==> src/rtl/maze_access_arbiter_if.sv <==
// Request/response and ROM bus of the maze access arbiter.
//   req         : per-requester lookup request level
//   xpos_bus    : requester i pixel x at [10i+9:10i]
//   ypos_bus    : requester i pixel y, same packing
//   rom_rd      : ROM read enable
//   rom_addr    : ROM tile address (row*MAZE_W + col)
//   rom_data    : wall bit, valid the cycle after rom_rd
//   ack         : one-hot one-cycle completion strobe
//   legal_moves : {down, up, right, left}, 1 = legal, valid with ack
//   busy        : arbiter is not idle
// master = requesters/ROM side, slave = arbiter.
interface maze_access_arbiter_if #(
    parameter int unsigned NREQ   = 5,
    parameter int unsigned ADDR_W = 10
);
    localparam int unsigned POS_W = 10;

    logic [NREQ-1:0]       req;
    logic [NREQ*POS_W-1:0] xpos_bus;
    logic [NREQ*POS_W-1:0] ypos_bus;
    logic                  rom_rd;
    logic [ADDR_W-1:0]     rom_addr;
    logic                  rom_data;
    logic [NREQ-1:0]       ack;
    logic [3:0]            legal_moves;
    logic                  busy;

    modport master (
        output req, xpos_bus, ypos_bus, rom_data,
        input  rom_rd, rom_addr, ack, legal_moves, busy
    );

    modport slave (
        input  req, xpos_bus, ypos_bus, rom_data,
        output rom_rd, rom_addr, ack, legal_moves, busy
    );
endinterface

==> src/rtl/maze_access_arbiter.sv <==
// Shares the maze wall ROM between pacman and the ghosts: round-robin grant,
// pixel-to-tile conversion, four neighbour reads (L, R, U, D), and a one-cycle
// ack carrying the legal-move mask back to the winner.
// Ports:
//   clk : system clock
//   rst : asynchronous active-high reset
//   bus : maze_access_arbiter_if.slave (requests, ROM access, responses)
module maze_access_arbiter #(
    parameter int unsigned NREQ       = 5,
    parameter int unsigned MAZE_W     = 28,
    parameter int unsigned MAZE_H     = 31,
    parameter int unsigned TILE_SHIFT = 3,
    parameter int          X_ORG      = 0,
    parameter int          Y_ORG      = 0,
    parameter int unsigned ADDR_W     = 10
) (
    input  logic                  clk,
    input  logic                  rst,
    maze_access_arbiter_if.slave  bus
);
    localparam int unsigned POS_W = 10;
    // two extra bits: sign plus headroom for positions below the origin
    localparam int unsigned CRD_W = POS_W + 2;
    localparam int unsigned ID_W  = (NREQ > 1) ? $clog2(NREQ) : 1;

    localparam logic signed [CRD_W-1:0] X_ORG_S  = CRD_W'(X_ORG);
    localparam logic signed [CRD_W-1:0] Y_ORG_S  = CRD_W'(Y_ORG);
    localparam logic signed [CRD_W-1:0] MAZE_W_S = CRD_W'(MAZE_W);
    localparam logic signed [CRD_W-1:0] MAZE_H_S = CRD_W'(MAZE_H);
    localparam logic signed [CRD_W-1:0] ZERO_S   = CRD_W'(0);
    localparam logic signed [CRD_W-1:0] ONE_S    = CRD_W'(1);
    localparam logic [ID_W-1:0]         LAST_ID  = ID_W'(NREQ - 1);

    typedef enum logic [1:0] {
        IDLE,
        LOOKUP,
        DRAIN,
        RESP
    } state_t;

    state_t                   state, state_d;
    logic [1:0]               idx, idx_d;
    logic [ID_W-1:0]          id, id_d;
    logic [ID_W-1:0]          rr_ptr, rr_ptr_d;
    logic signed [CRD_W-1:0]  col, col_d;
    logic signed [CRD_W-1:0]  row, row_d;
    logic [3:0]               mask, mask_d;
    logic                     rd_q;
    logic [1:0]               rd_idx_q;

    logic                     rom_rd_d;
    logic [ADDR_W-1:0]        rom_addr_d;
    logic [NREQ-1:0]          ack_d;
    logic [3:0]               legal_d;
    logic                     busy_d;

    logic [POS_W-1:0]         xpos_arr [NREQ];
    logic [POS_W-1:0]         ypos_arr [NREQ];
    logic                     found;
    logic [ID_W-1:0]          gnt;
    int                       cand;
    logic signed [CRD_W-1:0]  x_off, y_off;
    logic signed [CRD_W-1:0]  nb_col, nb_row;
    logic                     own_in, nb_in;

    // unpack the position buses per requester
    for (genvar g = 0; g < int'(NREQ); g++) begin : g_pos
        assign xpos_arr[g] = bus.xpos_bus[g*POS_W +: POS_W];
        assign ypos_arr[g] = bus.ypos_bus[g*POS_W +: POS_W];
    end

    // round-robin search: first set req bit upward from rr_ptr, wrapping
    always_comb begin
        found = 1'b0;
        gnt   = '0;
        cand  = 0;
        for (int i = 0; i < int'(NREQ); i++) begin
            cand = int'(rr_ptr) + i;
            if (cand >= int'(NREQ)) begin
                cand = cand - int'(NREQ);
            end
            if (!found && bus.req[ID_W'(cand)]) begin
                found = 1'b1;
                gnt   = ID_W'(cand);
            end
        end
    end

    // next state, capture of read data and registered output values
    always_comb begin
        state_d    = state;
        idx_d      = idx;
        id_d       = id;
        rr_ptr_d   = rr_ptr;
        col_d      = col;
        row_d      = row;
        mask_d     = mask;
        rom_rd_d   = 1'b0;
        rom_addr_d = bus.rom_addr;
        ack_d      = '0;
        legal_d    = '0;
        x_off      = '0;
        y_off      = '0;
        nb_col     = '0;
        nb_row     = '0;
        own_in     = 1'b0;
        nb_in      = 1'b0;

        // ROM data answers the read issued one cycle earlier
        if (rd_q) begin
            mask_d[rd_idx_q] = ~bus.rom_data;
        end

        case (state)
            IDLE: begin
                if (found) begin
                    id_d    = gnt;
                    x_off   = $signed({2'b00, xpos_arr[gnt]}) - X_ORG_S;
                    y_off   = $signed({2'b00, ypos_arr[gnt]}) - Y_ORG_S;
                    col_d   = x_off >>> TILE_SHIFT;
                    row_d   = y_off >>> TILE_SHIFT;
                    mask_d  = '0;
                    idx_d   = 2'd0;
                    state_d = LOOKUP;
                end
            end
            LOOKUP: begin
                if (idx == 2'd3) begin
                    state_d = DRAIN;
                end else begin
                    idx_d = idx + 2'd1;
                end
            end
            DRAIN: begin
                state_d = RESP;
            end
            RESP: begin
                rr_ptr_d = (id == LAST_ID) ? '0 : id + 1'b1;
                state_d  = IDLE;
            end
            default: begin
                state_d = IDLE;
            end
        endcase

        // neighbour read for the lookup slot entered next cycle
        if (state_d == LOOKUP) begin
            nb_col = col_d;
            nb_row = row_d;
            case (idx_d)
                2'd0:    nb_col = col_d - ONE_S;
                2'd1:    nb_col = col_d + ONE_S;
                2'd2:    nb_row = row_d - ONE_S;
                default: nb_row = row_d + ONE_S;
            endcase
            // an actor outside the maze gets no reads at all
            own_in = (col_d >= ZERO_S) && (col_d < MAZE_W_S) &&
                     (row_d >= ZERO_S) && (row_d < MAZE_H_S);
            nb_in  = (nb_col >= ZERO_S) && (nb_col < MAZE_W_S) &&
                     (nb_row >= ZERO_S) && (nb_row < MAZE_H_S);
            if (own_in && nb_in) begin
                rom_rd_d   = 1'b1;
                rom_addr_d = ADDR_W'(nb_row) * ADDR_W'(MAZE_W) + ADDR_W'(nb_col);
            end
        end

        if (state_d == RESP) begin
            ack_d[id_d] = 1'b1;
            legal_d     = mask_d;
        end

        busy_d = (state_d != IDLE);
    end

    // state and output registers
    always_ff @(posedge clk or posedge rst) begin
        if (rst) begin
            state           <= IDLE;
            idx             <= '0;
            id              <= '0;
            rr_ptr          <= '0;
            col             <= '0;
            row             <= '0;
            mask            <= '0;
            rd_q            <= 1'b0;
            rd_idx_q        <= '0;
            bus.rom_rd      <= 1'b0;
            bus.rom_addr    <= '0;
            bus.ack         <= '0;
            bus.legal_moves <= '0;
            bus.busy        <= 1'b0;
        end else begin
            state           <= state_d;
            idx             <= idx_d;
            id              <= id_d;
            rr_ptr          <= rr_ptr_d;
            col             <= col_d;
            row             <= row_d;
            mask            <= mask_d;
            rd_q            <= bus.rom_rd;
            rd_idx_q        <= idx;
            bus.rom_rd      <= rom_rd_d;
            bus.rom_addr    <= rom_addr_d;
            bus.ack         <= ack_d;
            bus.legal_moves <= legal_d;
            bus.busy        <= busy_d;
        end
    end
endmodule

==> src/flat_wrapper.sv <==
// flat-port wrapper written by rule: the top's interface ports become plain ports
module maze_access_arbiter_flat 
#(
    parameter int unsigned NREQ       = 5,
    parameter int unsigned MAZE_W     = 28,
    parameter int unsigned MAZE_H     = 31,
    parameter int unsigned TILE_SHIFT = 3,
    parameter int          X_ORG      = 0,
    parameter int          Y_ORG      = 0,
    parameter int unsigned ADDR_W     = 10
)
  (clk, rst, bus_req, bus_xpos_bus, bus_ypos_bus, bus_rom_data, bus_rom_rd, bus_rom_addr, bus_ack, bus_legal_moves, bus_busy);
  maze_access_arbiter_if #(.NREQ(NREQ), .ADDR_W(ADDR_W)) bus_i ();
  input  logic clk;
  input  logic rst;
  input wire logic [$bits(bus_i.req)-1:0] bus_req;
  input wire logic [$bits(bus_i.xpos_bus)-1:0] bus_xpos_bus;
  input wire logic [$bits(bus_i.ypos_bus)-1:0] bus_ypos_bus;
  input wire logic [$bits(bus_i.rom_data)-1:0] bus_rom_data;
  output wire logic [$bits(bus_i.rom_rd)-1:0] bus_rom_rd;
  output wire logic [$bits(bus_i.rom_addr)-1:0] bus_rom_addr;
  output wire logic [$bits(bus_i.ack)-1:0] bus_ack;
  output wire logic [$bits(bus_i.legal_moves)-1:0] bus_legal_moves;
  output wire logic [$bits(bus_i.busy)-1:0] bus_busy;
  assign bus_i.req = bus_req;
  assign bus_i.xpos_bus = bus_xpos_bus;
  assign bus_i.ypos_bus = bus_ypos_bus;
  assign bus_i.rom_data = bus_rom_data;
  assign bus_rom_rd = bus_i.rom_rd;
  assign bus_rom_addr = bus_i.rom_addr;
  assign bus_ack = bus_i.ack;
  assign bus_legal_moves = bus_i.legal_moves;
  assign bus_busy = bus_i.busy;
  maze_access_arbiter #(.NREQ(NREQ), .MAZE_W(MAZE_W), .MAZE_H(MAZE_H), .TILE_SHIFT(TILE_SHIFT), .X_ORG(X_ORG), .Y_ORG(Y_ORG), .ADDR_W(ADDR_W)) u_core (.clk(clk), .rst(rst), .bus(bus_i));
endmodule
==> config.mk <==
export PLATFORM = sky130hd
export DESIGN_NAME = maze_access_arbiter_flat
export DESIGN_NICKNAME = d
export VERILOG_FILES = /design/src/rtl/maze_access_arbiter_if.sv /design/src/rtl/maze_access_arbiter.sv /design/src/flat_wrapper.sv
export SDC_FILE = /design/constraint.sdc
export NUM_CORES = 1
export LEC_CHECK = 0
export CAP_MARGIN = 10
export CORE_UTILIZATION = 35
export DETAILED_ROUTE_END_ITERATION = 10
export PLACE_DENSITY_LB_ADDON = 0.25
export SYNTH_ARGS = -nofsm -noshare
export SYNTH_HDL_FRONTEND = slang
export SYNTH_SLANG_ARGS = --single-unit
==> constraint.sdc <==
create_clock -name clk -period 10.2 [get_ports clk]
set_clock_uncertainty 0.15 [all_clocks]
set_input_delay 1.02 -clock clk [delete_from_list [all_inputs] [get_ports clk]]
set_output_delay 1.02 -clock clk [all_outputs]
set_load 0.02 [all_outputs]
==> results.py <==
metrics = {
    "grt": {
        "number_of_antenna_violations_at_the_first_check_in_global_routing": 0,
        "global_route.usage.total_pct": 20.5,
        "wire_length_of_the_first_global_routing_pass_mm": 30.3,
        "grt_overflow_total": 0,
        "first_global_vias": 5783,
        "pin_count_of_the_biggest_net_entering_global_routing": 63,
    },
    "yosys": {
        "mapped_cell_area_um2": 6440,
        "synthesis_warnings": 0,
        "async_flop_share_pct": 100,
        "synth_seq_cells": 62,
        "synth_flop_cell": "dfrtp_1",
        "synth.area.top_cells": "dfrtp_1 24%, ha_1 8.7%, a21oi_1 3.6%",
        "count_of_flip_flops_with_a_built_in_enable_after_synthesis": 0,
        "synth-seq-area-share_pct": 24.1,
        "synth.largest_area_cell": "dfrtp_1",
        "yosys.cell_types.count": 89,
        "syn_nets": 913,
        "synth_top_area_share_pct": 24.1,
        "post-synth-top-count-cell": "dfrtp_1",
        "syn_avg_cell_area_um2": 8.58,
        "synth_cells": 750,
        "synth_top_cells_by_count": "62 x dfrtp_1, 58 x nor2_1, 52 x inv_1, 50 x nand2_1, 46 x a21oi_1",
    },
    "final_layout": {
        "drive_above_1_share_pct": 10.5,
        "num-nets-final": 1008,
        "area_growth_syn_to_layout_pct": 23.5,
        "diodes": 0,
    },
    "place": {
        "routabilityCongestion": 0.897,
        "post-dp-hpwl_mm": 14.2,
        "port-buffer-count": 98,
    },
    "outcome": {
        "run_status": "finished clean",
    },
    "clock_network": {
        "cts_setup_buffers": 0,
        "tritoncts_clock_tree": "yes",
        "postCtsHoldBufs": 0,
        "root_buffer": "clkbuf_16",
        "max-clock-path-buffers": 2,
        "cts_num_sinks": 62,
        "cts_repair_resized_insts": 0,
        "total_number_of_h_tree_levels": 3,
        "clkSlewWorstSetupHoldPaths_ns": 0.05,
        "cts_buffers": 9,
        "worst_skew_late_latency_ns": 0.33,
    },
    "hold_path": {
        "hold_path_depth": 0,
        "hold_path.class": "reg2reg",
    },
    "detailed_routing": {
        "postRouteAntennaNets": 0,
        "routed_wire_length_per_instance_um": 17.0,
        "vias_per_cell": 5.54,
        "route.final.wire_length_mm": 18.3,
        "drtPass1Iterations": 5,
        "detail_route.iter0.violations": 431,
        "route.vias.total": 5978,
        "route.detailed.drc": 0,
    },
    "sta": {
        "measured_slew_at_the_worst_slew_check_pin_ns": 0.832,
        "setup_viol": 0,
        "final_period_minus_worst_setup_slack_ns": 9.08,
        "upper_clock_frequency_limit_mhz": 110,
        "grt_setup_unrepaired": "false",
        "timing.final.hold_violations": 0,
        "period_share_pct": 89.0,
        "slew-limit-headroom_pct": 44.5,
        "tns_ns": 0,
        "final_max_slew_viol_count": 0,
    },
    "setup_path": {
        "worst_r2r_path_depth": 28,
        "timing_worst_setup_path_type": "reg2reg",
        "timing.critical_path.mode_cell": "ha_1",
        "end_kind": "flop",
        "crit_path_max_incr_delay_ns": 0.76,
        "cp-start-kind": "flop",
        "cp_data_required_time_ns": 10.26,
        "cpMaxStageDelayCell": "dfrtp_1",
        "timing.critical_path.arrival_ns": 9.14,
        "worstPathMaxFanout": 16,
    },
    "floorplan": {
        "core_area_um2": 18000,
        "start_util_pct": 35.8,
        "die_area_um2": 18900,
        "design.portCount": 129,
        "fp.dieW_um": 138,
        "fp-row-count": 49,
        "overall_die_height_um": 138,
    },
    "flow_run": {
        "maxCapViolCount": 0,
    },
}
==> cell families (layout without fill, tap and decap cells) <==
group           after synthesis  in the layout  synth area share, %
compound gates              223            223                 24.4
fa+ha+maj                    55             55                 11.9
xor+xnor                     31             31                 4.22
simple gates                250            250                 20.9
flops                        62             62                 24.1
mux                          44             44                 8.81
buf+inv                      85            185                 5.75
==> placed cells by master, fill, tap and decap left out, types with 6 or more instances in the layout <==
| cell type | synthesis | routed |
|---|---|---|
| a211oi_1 | 7 | 7 |
| nand3_1 | 22 | 22 |
| and2_1 | 13 | 13 |
| mux2_2 | 7 | 7 |
| inv_1 | 52 | 51 |
| o21ai_1 | 6 | 6 |
| nor3b_1 | 9 | 9 |
| nand2b_1 | 11 | 11 |
| fa_1 | 10 | 10 |
| and3_1 | 7 | 7 |
| o21a_1 | 14 | 14 |
| xnor2_1 | 25 | 25 |
| nor2_1 | 58 | 58 |
| nor4_1 | 8 | 8 |
| clkdlybuf4s50_1 | 0 | 98 |
| o211ai_1 | 7 | 7 |
| xor2_1 | 6 | 6 |
| a21oi_1 | 46 | 46 |
| buf_4 | 2 | 16 |
| dfrtp_1 | 62 | 62 |
| a21o_1 | 16 | 16 |
| ha_1 | 45 | 45 |
| o21ai_0 | 39 | 39 |
| or2_2 | 8 | 8 |
| nand2_1 | 50 | 50 |
| clkbuf_16 | 0 | 9 |
| mux2i_1 | 21 | 21 |
| nor3_1 | 26 | 26 |
| a31oi_1 | 9 | 9 |
| o21bai_1 | 8 | 8 |
| mux2_4 | 10 | 10 |
| a22oi_1 | 7 | 7 |
==> layout make-up <==
| type | count | area [µm²] |
|---|---|---|
| Multi-Input combinational cell | 603 | 4510 |
| Timing Repair Buffer | 114 | 1100 |
| Sequential cell | 62 | 1550 |
| Fill cell | 1803 | 10000 |
| Inverter | 55 | 206 |
| Clock inverter | 6 | 61.3 |
| Tap cell | 229 | 287 |
| Clock buffer | 10 | 229 |
==> metrics by stage <==
step	hold slack, ns	instance area, µm²	util, %	std cells	worst slack, ns
after floorplan	0.279	6440	-	750	2.28
after global placement	0.244	7660	42.6	1063	1.09
after detailed placement	0.241	7660	42.6	1063	1.12
after CTS	0.249	7950	44.3	1079	1.13
after global routing	0.268	7950	44.3	1079	0.588
final	0.247	7950	44.3	1079	1.12
==> worst max-delay path: cells and delay by family, from the launching register on <==
family,cells,cell delay (ns)
flops,1,0.76
fa+ha+maj,3,1.14
simple gates,10,2.95
buf+inv,3,0.52
compound gates,7,1.65
mux,4,1.56
xor+xnor,1,0.19
==> worst paths after layout <==
path / startpoint / end / slack [ns]
min: u_core.bus.rom_rd$_DFF_PP0_ / u_core.rd_q$_DFF_PP0_ / 0.25
min reg2reg: u_core.bus.rom_rd$_DFF_PP0_ / u_core.rd_q$_DFF_PP0_ / 0.25
max in group asynchronous: rst / u_core.row[2]$_DFF_PP0_ / 8.26
min in group asynchronous: rst / u_core.bus.legal_moves[1]$_DFF_PP0_ / 1.11
max reg2reg: u_core.rr_ptr[1]$_DFFE_PP0N_ / u_core.bus.rom_addr[4]$_DFFE_PP0P_ / 1.12
max: u_core.rr_ptr[1]$_DFFE_PP0N_ / u_core.bus.rom_addr[4]$_DFFE_PP0P_ / 1.12
==> registers in the layout (all words and copies together) (netlist names) <==
name,cells
u_core.rd_idx_q,2
u_core.row,12
u_core.mask,4
u_core.id,3
u_core.bus.legal_moves,4
u_core.idx,2
u_core.bus.ack,5
u_core.bus.rom_addr,10
u_core.bus.busy,1
u_core.bus.rom_rd,1
u_core.state,2
u_core.rr_ptr,3
u_core.col,12
u_core.rd_q,1
==> routing by layer <==
layer	vias up	share of wire (%)	global-route usage, %
met5	-	0	0
met4	0	1.6	5.13
met3	24	4.6	3.24
met2	177	46	32.6
met1	2831	48	28.8
li1	2946	-	-
Power is not shown: default switching activity piles up to over one toggle a cycle in this logic, so the estimate is an artifact.
==> variant 1: new RTL, config.mk and constraints unchanged <==
`MAZE_W` is set to 28 in 2 places; all go to 27.
--- a/src/rtl/maze_access_arbiter.sv
+++ b/src/rtl/maze_access_arbiter.sv
@@ -9,3 +9,3 @@
     parameter int unsigned NREQ       = 5,
-    parameter int unsigned MAZE_W     = 28,
+    parameter int unsigned MAZE_W     = 27,
     parameter int unsigned MAZE_H     = 31,
--- a/src/flat_wrapper.sv
+++ b/src/flat_wrapper.sv
@@ -4,3 +4,3 @@
     parameter int unsigned NREQ       = 5,
-    parameter int unsigned MAZE_W     = 28,
+    parameter int unsigned MAZE_W     = 27,
     parameter int unsigned MAZE_H     = 31,
Behaviour: not the same (a bounded check fails within 4 cycles, from zero or initial values and one cycle with rst high).
==> variant 1 against the original RTL <==
- fmax is 4.9% lower
- utilization increased by 0.69 points
- design area rose by 5.7%
- worst setup slack worse by 0.46 ns
- critical path type unchanged
- critical endpoint is now u_core.bus.rom_addr[9]$_DFFE_PP0P_
- routed wire length up 5.1%
- synthesized area increased by 3.9%
- sequential cell count did not move
Power is not shown: default switching activity piles up to over one toggle a cycle in this logic, so the estimate is an artifact.
==> variant 1: results (changes against the original RTL) <==
metric	value	unit	change
status	finished, final reports clean		
slew of the pin with the lowest slew margin	0.813	ns	-0.0190 ns
delay-heaviest family, CP	adder cells		
first-pass GRT wire length	31400	um	+3.6%
cell count after placement	1104		+3.9%
xor/xnor share of the synthesized area	4.45	%	+0.24 points
drt first pass iters	5		unchanged
worst min-delay path class	flop to flop		
IO buf count	98		unchanged
Placed Area	0.00805	mm2	+5.1%
async set or reset register ratio after synthesis	100	%	unchanged
CP max stage delay	0.54	ns	-0.22 ns
crit path max fanout	11		-5
Filler cells	1826		+1.3%
compound-gate portion of the synthesized area	21.9	%	-2.5 points
H-tree depth	3		unchanged
Inserted Diodes	0		unchanged
Clock Latency Late Sink	0.35	ns	+0.02 ns
Synth Area in Adders	16.1	%	+4.2 points
vias in the first global route	6011		+3.9%
Syn Nets	956		+4.7%
layout cells sized above 1	11.1	%	+0.59 points
Netlist cell types	90		+1.1%
clock slew at reported path FFs	0.06	ns	
hold_ws	0.233	ns	-0.0139 ns
Top Registers	u_core.col (12), u_core.row (12), u_core.bus.rom_addr (10)		
# resized after CTS	0		unchanged
total routed wirelength	19300	um	+5.1%
Syn. warnings	0		unchanged
Setup Slack @ Placement	0.545	ns	-0.573 ns
CP max stage cell	fa_1		
Detail Placement HPWL	15100	um	+6.4%
Iter 0 DRT Violations	308		-29%
drt via density	5.48		-1.2%
Max clock buf depth	2		unchanged
Hold Path Depth	0		unchanged
WP data arrival	9.62	ns	+0.48 ns
total global routing track utilization	20.6	%	+0.081 points
Worst R2R End	u_core.bus.rom_addr[9]$_DFFE_PP0P_		
Num CTS Buffers	9		unchanged
Post-synth top cells	nand2_1, dfrtp_1, inv_1		
# Post-CTS Setup Buffers	0		unchanged
initial antenna violation count	0		unchanged
vias post-DR	6133		+2.6%
Synth area leaders	dfrtp_1, ha_1, fa_1, mux2i_1, a21oi_1		
mux cell area share after synthesis	9.00	%	+0.20 points
CTS root buffer	clkbuf_16		
R2R Setup Slk	0.66	ns	-0.46 ns
Synth Area per Inst	8.64	um2	+0.65%
largest net degree at the start of global routing	63		unchanged
worst reg2reg startpoint	u_core.rr_ptr[1]$_DFFE_PP0N_		
number of synthesized flops with an enable pin	0		unchanged
hold wc startpoint	u_core.bus.rom_rd$_DFF_PP0_		
worst reg-to-reg path cell count	39		+39%
gpl congestion	0.894		-0.37%
Seq/Total Area, Yosys	23.2	%	-0.90 points
Hold Path End	u_core.rd_q$_DFF_PP0_		
[variant 1: changes by cell type in the layout (fill, tap and decap cells not counted), sizes merged, moves of 8 or more]
cell | unedited run | this run
buf | 16 | 32
nand2 | 50 | 64
nor3 | 27 | 13
fa | 10 | 20
ha | 45 | 54
nor3b | 9 | 0
o21a | 14 | 5
inv | 56 | 64
[variant 1: worst max-delay path by stage]
stage | start | to | slack [ns] | cells after the start
final | u_core.rr_ptr[1]$_DFFE_PP0N_ | u_core.bus.rom_addr[9]$_DFFE_PP0P_ | 0.66 | 39
after global placement | bus_req[0] | u_core.bus.rom_addr[9]$_DFFE_PP0P_ | 0.52 | 35
after global routing | u_core.rr_ptr[1]$_DFFE_PP0N_ | u_core.bus.rom_addr[9]$_DFFE_PP0P_ | 0.002 | 39
after CTS | u_core.rr_ptr[1]$_DFFE_PP0N_ | u_core.bus.rom_addr[9]$_DFFE_PP0P_ | 0.62 | 39
after floorplan | u_core.rr_ptr[0]$_DFFE_PP0N_ | u_core.bus.rom_addr[9]$_DFFE_PP0P_ | 0.58 | 42
after detailed placement | bus_req[0] | u_core.bus.rom_addr[9]$_DFFE_PP0P_ | 0.54 | 35
[variant 1: layout make-up]
type / instances / area [um2] / area share [%]
Multi-Input combinational cell: 616 / 4780 / 56.9
Sequential cell: 62 / 1550 / 18.5
Timing Repair Buffer: 130 / 1220 / 14.5
Tap cell: 234 / 293 / 3.48
Inverter: 62 / 233 / 2.77
Clock buffer: 9 / 225 / 2.68
Clock inverter: 7 / 104 / 1.24
[variant 1: metal layers]
layer	GRT usage (%)	up-vias	share of wire [%]
met3	3.56	20	4.2
met4	5.84	0	1.7
met5	0	-	0
li1	-	3035	-
met2	35.8	146	49
met1	26.2	2932	45
==> variant 2: new RTL, same flow settings <==
Without the edit above. Remove the case item `2'd0` of the case on `idx_d`.
--- a/src/rtl/maze_access_arbiter.sv
+++ b/src/rtl/maze_access_arbiter.sv
@@ -150,3 +150,2 @@
             case (idx_d)
-                2'd0:    nb_col = col_d - ONE_S;
                 2'd1:    nb_col = col_d + ONE_S;
Formal check against the unedited RTL: not equivalent (Yosys sat finds a counterexample within 4 cycles, from zero or initial values and one cycle with rst high).
==> variant 2 against the original RTL <==
- die area shrank 8.4%
- routed wire length is 7.0% lower
- largest cell class unchanged
- worst setup slack got worse by 0.16 ns
- sequential cell count did not move
- synthesized area fell by 8.6%
- global-route usage is 0.10 points lower
- design area shrank 6.5%
- critical endpoint is now u_core.bus.rom_addr[9]$_DFFE_PP0P_
Power is not shown: default switching activity piles up to over one toggle a cycle in this logic, so the estimate is an artifact.
==> variant 2: results (changes against the original RTL) <==
metric	value	unit	change
Top Registers	u_core.col (12), u_core.row (12), u_core.bus.rom_addr (10)		
Detail Placement HPWL	13100	um	-7.5%
drt via density	5.33		-3.8%
vias in the first global route	5331		-7.8%
Final nets	962		-4.6%
layout cells sized above 1	10.1	%	-0.40 points
Num CTS Buffers	9		unchanged
CP max stage cell	a211oi_1		
delay-heaviest family, CP	compound AO/OA/AOI/OAI gates		
worst min-delay path class	flop to flop		
Synth area leaders	dfrtp_1, ha_1, nand2_1, a21oi_1, nor2_1		
first-pass GRT wire length	28000	um	-7.6%
async set or reset register ratio after synthesis	100	%	unchanged
Max clock buf depth	2		unchanged
Seq/Total Area, Yosys	26.4	%	+2.3 points
count leader, synth	nand2_1		
H-tree depth	3		unchanged
crit path max fanout	8		-8
Syn Nets	865		-5.3%
largest net degree at the start of global routing	63		unchanged
slew of the pin with the lowest slew margin	0.844	ns	+0.0116 ns
total global routing track utilization	20.4	%	-0.10 points
total routed wirelength	17100	um	-7.0%
Clock Latency Late Sink	0.33	ns	about the same
gpl congestion	0.828		-7.7%
status	finished, final reports clean		
IO buf count	98		unchanged
CP max stage delay	0.62	ns	-0.14 ns
Netlist cell types	87		-2.2%
DRC Markers	0		unchanged
clock slew at reported path FFs	0.06	ns	
Syn. warnings	0		unchanged
CTS root buffer	clkbuf_16		
# resized after CTS	0		unchanged
Iter 0 DRT Violations	404		-6.3%
drt first pass iters	7		+2
Inserted Diodes	0		unchanged
Post-synth top cells	nand2_1, nor2_1, dfrtp_1		
initial antenna violation count	0		unchanged
hold buffers post-CTS	0		unchanged
# Post-CTS Setup Buffers	0		unchanged
Filler cells	1669		-7.4%
## variant 2: cell types whose count changed after synthesis, moves of 6 or more
| cell | change |
|---|---|
| inv_1 | -11 |
| nand2_1 | +27 |
| mux2_2 | +11 |
| o21a_1 | -8 |
| mux2i_1 | -7 |
| nand2b_1 | +10 |
| nor2_1 | +10 |
| or2_2 | -7 |
| ha_1 | -6 |
| a21o_1 | -6 |
| mux2_4 | -10 |
| nor3_1 | -6 |
## variant 2: worst paths after layout
kind	from	end	slack, ns	cells after the start
setup / recovery	u_core.rr_ptr[0]$_DFFE_PP0N_	u_core.bus.rom_addr[9]$_DFFE_PP0P_	0.96	35
hold / removal	u_core.bus.rom_rd$_DFF_PP0_	u_core.rd_q$_DFF_PP0_	0.28	0
setup reg to reg	u_core.rr_ptr[0]$_DFFE_PP0N_	u_core.bus.rom_addr[9]$_DFFE_PP0P_	0.96	35
hold reg to reg	u_core.bus.rom_rd$_DFF_PP0_	u_core.rd_q$_DFF_PP0_	0.28	0
max in group asynchronous	rst	u_core.col[3]$_DFF_PP0_	8.26	3
min in group asynchronous	rst	u_core.bus.legal_moves[0]$_DFF_PP0_	1.09	3
## variant 2: stage by stage
stage	setup slack, ns	std cells	area (um2)	utilization [%]
after floorplan	1.60	712	5890	-
after global placement	0.839	1018	7140	43.2
after detailed placement	0.888	1018	7140	43.2
after CTS	0.960	1034	7430	45.0
after global routing	0.368	1034	7430	45.0
final	0.964	1034	7430	45.0
## variant 2: cell families (layout without fill, tap and decap cells)
logic type,after synthesis,in the layout,share of synthesized area [%]
adder cells (fa/ha/maj),45,45,10.3
buffers and inverters,68,170,4.70
AND/OR/NAND/NOR,275,275,23.6
XOR/XNOR,34,34,5.06
flip-flops,62,62,26.4
multiplexers,35,35,6.78
AO/OA/AOI/OAI,193,193,23.2
## variant 2: cell type report
cell class / instances / area share [%]
Timing Repair Buffer: 112 / 14.6
Sequential cell: 62 / 20.9
Inverter: 42 / 2.12
Clock inverter: 6 / 0.841
Multi-Input combinational cell: 582 / 54.8
Tap cell: 220 / 3.70
Clock buffer: 10 / 3.08
## variant 2: routing by layer
layer	GRT usage (%)	up-vias	part of all wire, %
met3	2.97	10	3.4
li1	-	2779	-
met1	27.7	2607	48
met2	34.5	117	48
met5	0	-	0
met4	3.94	0	0.87
